--- config.mk ---
export PLATFORM = sky130hd
export DESIGN_NAME = register_file_32x32_flat
export DESIGN_NICKNAME = d
export VERILOG_FILES = /design/src/rtl/register_file_32x32_if.sv /design/src/rtl/register_file_32x32.sv /design/src/flat_wrapper.sv
export SDC_FILE = /design/constraint.sdc
export NUM_CORES = 2
export LEC_CHECK = 0
export ABC_CLOCK_PERIOD_IN_PS = 5000
export CORE_UTILIZATION = 65
export CTS_CLUSTER_SIZE = 40
export DETAILED_ROUTE_END_ITERATION = 10
export PLACE_DENSITY = 0.94
export REMOVE_ABC_BUFFERS = 1
export SLEW_MARGIN = 20
export SYNTH_ARGS = -nofsm -noshare
export SYNTH_HDL_FRONTEND = slang
export SYNTH_SLANG_ARGS = --single-unit
--- constraint.sdc ---
create_clock -name CLK -period 5 [get_ports CLK]
set_input_delay 1.25 -clock CLK [delete_from_list [all_inputs] [get_ports CLK]]
set_output_delay 1.25 -clock CLK [all_outputs]
set_load 0.02 [all_outputs]
--- src/rtl/register_file_32x32_if.sv ---
`default_nettype none
// ============================================================================
//  Module   : register_file_32x32_if
//  Brief    : Address/data/strobe bundle between the datapath control and the
//             32x32 register file.
//  Revision : 1.0  initial release
// ============================================================================
interface register_file_32x32_if;
  logic [4:0]  ADDR_R1;
  logic [4:0]  ADDR_R2;
  logic [4:0]  ADDR_W;
  logic [31:0] DATA_W;
  logic        READ;
  logic        WRITE;
  logic [31:0] DATA_R1;
  logic [31:0] DATA_R2;

  modport master (
    output ADDR_R1, ADDR_R2, ADDR_W, DATA_W, READ, WRITE,
    input  DATA_R1, DATA_R2
  );

  modport slave (
    input  ADDR_R1, ADDR_R2, ADDR_W, DATA_W, READ, WRITE,
    output DATA_R1, DATA_R2
  );
endinterface
`default_nettype wire

--- src/rtl/register_file_32x32.sv ---
`default_nettype none
// ============================================================================
//  Module   : register_file_32x32
//  Brief    : 32-entry x 32-bit register file, R0 hardwired to zero, clocked
//             dual read port, single write port, exclusive READ/WRITE strobes.
//  Revision : 1.0  initial release
// ============================================================================
module register_file_32x32 (
  input  wire logic             CLK,
  input  wire logic             RESET,
  register_file_32x32_if.slave  rf
);

  logic        w_write_en;
  logic        w_read_en;
  logic [31:1] w_dec;
  logic [31:0] r_regs [1:31];
  logic [31:0] w_file [0:31];
  logic [31:0] r_data_r1;
  logic [31:0] r_data_r2;

  // Both strobes high is treated exactly like idle.
  assign w_write_en = rf.WRITE & ~rf.READ;
  assign w_read_en  = rf.READ  & ~rf.WRITE;

  // 5-to-32 write decode; line 0 has no storage behind it.
  generate
    for (genvar gi = 1; gi < 32; gi++) begin : g_dec
      assign w_dec[gi] = (rf.ADDR_W == 5'(gi));
    end
  endgenerate

  always_ff @(posedge CLK or negedge RESET) begin
    if (!RESET) begin
      for (int i = 1; i < 32; i++) begin
        r_regs[i] <= '0;
      end
    end else begin
      for (int i = 1; i < 32; i++) begin
        if (w_write_en && w_dec[i]) begin
          r_regs[i] <= rf.DATA_W;
        end
      end
    end
  end

  assign w_file[0] = '0;
  generate
    for (genvar gi = 1; gi < 32; gi++) begin : g_file
      assign w_file[gi] = r_regs[gi];
    end
  endgenerate

  always_ff @(posedge CLK or negedge RESET) begin
    if (!RESET) begin
      r_data_r1 <= '0;
      r_data_r2 <= '0;
    end else if (w_read_en) begin
      r_data_r1 <= w_file[rf.ADDR_R1];
      r_data_r2 <= w_file[rf.ADDR_R2];
    end
  end

  assign rf.DATA_R1 = r_data_r1;
  assign rf.DATA_R2 = r_data_r2;

endmodule
`default_nettype wire

--- src/flat_wrapper.sv ---
// flat-port wrapper written by rule: the top's interface ports become plain ports
module register_file_32x32_flat 
  (CLK, RESET, rf_ADDR_R1, rf_ADDR_R2, rf_ADDR_W, rf_DATA_W, rf_READ, rf_WRITE, rf_DATA_R1, rf_DATA_R2);
  register_file_32x32_if rf_i ();
  input  wire logic CLK;
  input  wire logic RESET;
  input wire logic [$bits(rf_i.ADDR_R1)-1:0] rf_ADDR_R1;
  input wire logic [$bits(rf_i.ADDR_R2)-1:0] rf_ADDR_R2;
  input wire logic [$bits(rf_i.ADDR_W)-1:0] rf_ADDR_W;
  input wire logic [$bits(rf_i.DATA_W)-1:0] rf_DATA_W;
  input wire logic [$bits(rf_i.READ)-1:0] rf_READ;
  input wire logic [$bits(rf_i.WRITE)-1:0] rf_WRITE;
  output wire logic [$bits(rf_i.DATA_R1)-1:0] rf_DATA_R1;
  output wire logic [$bits(rf_i.DATA_R2)-1:0] rf_DATA_R2;
  assign rf_i.ADDR_R1 = rf_ADDR_R1;
  assign rf_i.ADDR_R2 = rf_ADDR_R2;
  assign rf_i.ADDR_W = rf_ADDR_W;
  assign rf_i.DATA_W = rf_DATA_W;
  assign rf_i.READ = rf_READ;
  assign rf_i.WRITE = rf_WRITE;
  assign rf_DATA_R1 = rf_i.DATA_R1;
  assign rf_DATA_R2 = rf_i.DATA_R2;
  register_file_32x32 u_core (.CLK(CLK), .RESET(RESET), .rf(rf_i));
endmodule
==> flow_summary_export.csv <==
group,metric,value,unit
synthesis,synth_compound_area_frac,0.04411,
routing,drt_pre_antenna_iters,6,
setup_path,cpMaxStageDelayCell,"clkdlybuf4s50_1",
routing,vias,38480,
setup_path,crit_family,"simple AND/OR/NAND/NOR gates",
clock_network,cts.reportedPaths.clkPinSlew,0.06,ns
synthesis,synth_cell_types,42,
setup_path,cp.required,5.57,ns
setup_path,worst_ep_arrival_time,4.08,ns
synthesis,synth_xor_area_frac,0,
clock_network,cts_resized,0,
clock_network,clk_latency,0.69,ns
power_and_ir_drop,p_per_area,374.4,nW/um^2
routing,drc,0,
synthesis,yosys.area_share.adder,0,
routing,viasPerCell,7.790,
synthesis,synth_edf_count,0,
die,pin_count,115,
final_layout,area_growth,10.64,%
synthesis,yosysSeqAreaShare,0.4750,
global_routing,grt_start_max_net_pins,109,
synthesis,synth_top_family_by_area,"multiplexers",
synthesis,syn-cell-area,55630,sq um
power_and_ir_drop,leakage,0.02741,uW
synthesis,ys_dominant_reg_cell,"dfrtp_1",
synthesis,synthMuxAreaShare,0.4200,
timing,layout_min_cycle_time,3.514,ns
timing,hold_violations,0,
die,rows,106,
timing,slew_headroom,0.2309,
timing,setup_viol,0,
setup_path,crit_type,"in -> reg",
clock_network,clk_path_buf_depth,3,
die,dieArea,86760,sq um
placement,place_hpwl,93.03,mm
global_routing,first_global_vias,40930,
synthesis,ys_ff_latch,1056,
setup_path,cp_num_buf_inv,2,
timing,fin_tns_setup,0,ns
global_routing,antenna_found_initial,4,
routing,totalWireLength,170.1,mm
power_and_ir_drop,peakVddDrop,0.3095,mV
synthesis,syn_avg_cell_area,14.75,sq um
global_routing,overflow,0,
setup_path,slowest_delay,0.70,ns
timing,report.final.slew_viol_count,0,
final_layout,mostFrequentLayoutCell,"mux2_2",
timing,max_freq,284.6,MHz
clock_network,cts_tree,"yes",
die,core-area,84220,sq um
final_layout,final_nets,3766,
setup_path,crit_path_cell_trace,"clkdlybuf4s50_1 -> nor2b_1 -> nand2_1 -> nor2_4 -> buf_12 -> mux2_2",
clock_network,cts_hold_buf,0,
setup_path,crit_fanout,14,
synthesis,synthArstFlopShare,1.000,
global_routing,grt_pass1_wl,256.9,mm
synthesis,yosysWarnings,0,
clock_network,ctsHtreeMaxLevel,3,
run_status,outcome,"complete, no violations",
routing,antenna_left,0,
worst_hold_path,hp-class,"reg -> reg",
clock_network,cts.sinks,1056,
die,initial_core_util,0.6605,
die,die_w,294.5,microns
clock_network,numCtsBuffers,107,
placement,gp_congestion,0.8463,
final_layout,final_cell_mix,"mux2_2 (1090), dfrtp_1 (1056), mux4_2 (416)",
clock_network,cts_root_buffer,"clkbuf_16",
synthesis,synth-simple-area-share,0.02708,
clock_network,post_cts_buffers,0,
timing,hold_slack,0.4928,ns
placement,port_buffers,114,
timing,fin_skew,0.01768,ns
setup_path,critPathLaunchType,"primary input",
routing,drt_iter0_markers,5130,
timing,fin_crit_sh,0.7027,
flow_run,cap_viol_max_count,0,
routing,post_drt_wl_per_cell,34.45,microns
timing,tightest_slew,1.150,ns
synthesis,syn_inst,3771,
timing,rsz0062_at_grt,"no",
final_layout,drive_gt1_frac,0.4974,
die,die_y,294.5,microns
global_routing,grt_util_all_layers,0.3995,
setup_path,crit_path_end_kind,"flip-flop",
-- where the power goes --
group | switching, uW | internal, uW | total, uW | leakage [uW]
Clock | 3500 | 4690 | 8190 | 0.00175
Sequential | 1040 | 9700 | 10700 | 0.0140
Combinational | 1820 | 2290 | 4110 | 0.0116
-- state kept, by name, summed over array words and instances, names as in the netlist --
register and count:
u_core.r_regs 992, u_core.rf.DATA_R2 32, u_core.rf.DATA_R1 32
-- cell type report --
type                            instances  area (sq um)
Antenna cell                            3         7.507
Clock buffer                          159          3134
Clock inverter                         37         406.6
Fill cell                            4544         22670
Inverter                                1         3.754
Multi-Input combinational cell       2307         27520
Sequential cell                      1056         26430
Tap cell                             1134          1419
Timing Repair Buffer                  242          2633
-- path summary, 6_finish.rpt --
| kind | end | from | cells after the start | slack [ns] |
|---|---|---|---|---|
| min in group asynchronous | u_core.r_regs[66] | RESET | 1 | 0.65 |
| worst max-delay path | u_core.r_regs[59] | rf_ADDR_W[1] | 6 | 1.49 |
| worst max register to register | u_core.rf.DATA_R1[29] | u_core.r_regs[541] | 4 | 2.94 |
| worst min register to register | u_core.rf.DATA_R1[18] | u_core.rf.DATA_R1[18] | 2 | 0.49 |
| max in group asynchronous | u_core.r_regs[809] | RESET | 2 | 3.19 |
| worst min-delay path | u_core.rf.DATA_R1[18] | u_core.rf.DATA_R1[18] | 2 | 0.49 |
-- kinds of logic (layout without fill, tap and decap cells) --
| family | after synthesis | in the layout |
|---|---|---|
| AO/OA/AOI/OAI | 344 | 344 |
| buffers and inverters | 408 | 439 |
| flip-flops | 1056 | 1056 |
| multiplexers | 1663 | 1663 |
| other | 0 | 3 |
| AND/OR/NAND/NOR | 300 | 300 |
-- tightest hold or removal path, cell delays in order (launching register included) --
cell and delay [ns]:
dfrtp_1 0.35, nand2_1 0.05, o41ai_1 0.05
-- Yosys cell counts, types with 15 or more instances --
library cell / instances / share of area
a211oi_1: 98 / 0.013
dfrtp_1: 1056 / 0.48
buf_1: 49 / 0.0033
nor2_1: 42 / 0.0028
mux2_4: 30 / 0.0081
mux2i_1: 126 / 0.023
nand2_1: 88 / 0.0059
nor3_1: 39 / 0.0035
a221oi_1: 57 / 0.0090
buf_2: 102 / 0.0092
mux4_2: 416 / 0.17
o21ai_0: 55 / 0.0049
nor2b_1: 96 / 0.011
o22ai_1: 32 / 0.0036
clkbuf_1: 222 / 0.015
mux2_2: 1090 / 0.22
a22oi_1: 30 / 0.0040
buf_4: 15 / 0.0020
a21oi_1: 30 / 0.0027
o41ai_1: 33 / 0.0052
nand3_1: 17 / 0.0015
-- through the flow --
stage	setup slack, ns	instances	util	total power [uW]	cell area, sq um
after floorplan	0.2634	3364	-	12980	53760
after global placement	0.9607	4740	0.6891	14380	58040
after detailed placement	0.9275	4740	0.6891	14710	58040
after CTS	1.590	4936	0.7312	22920	61580
after global routing	1.450	4937	0.7307	23650	61540
final	1.486	4939	0.7308	23040	61550
-- routing by layer --
layer	wire, microns	global-route usage	part of all wire	vias up
met5	31	0	0.00018	-
met4	13800	0.2741	0.081	4
met3	19930	0.1036	0.12	997
met2	79410	0.6208	0.47	3260
met1	56970	0.4944	0.33	19820
li1	-	-	-	14400
Power figures use the tool's default switching activity.
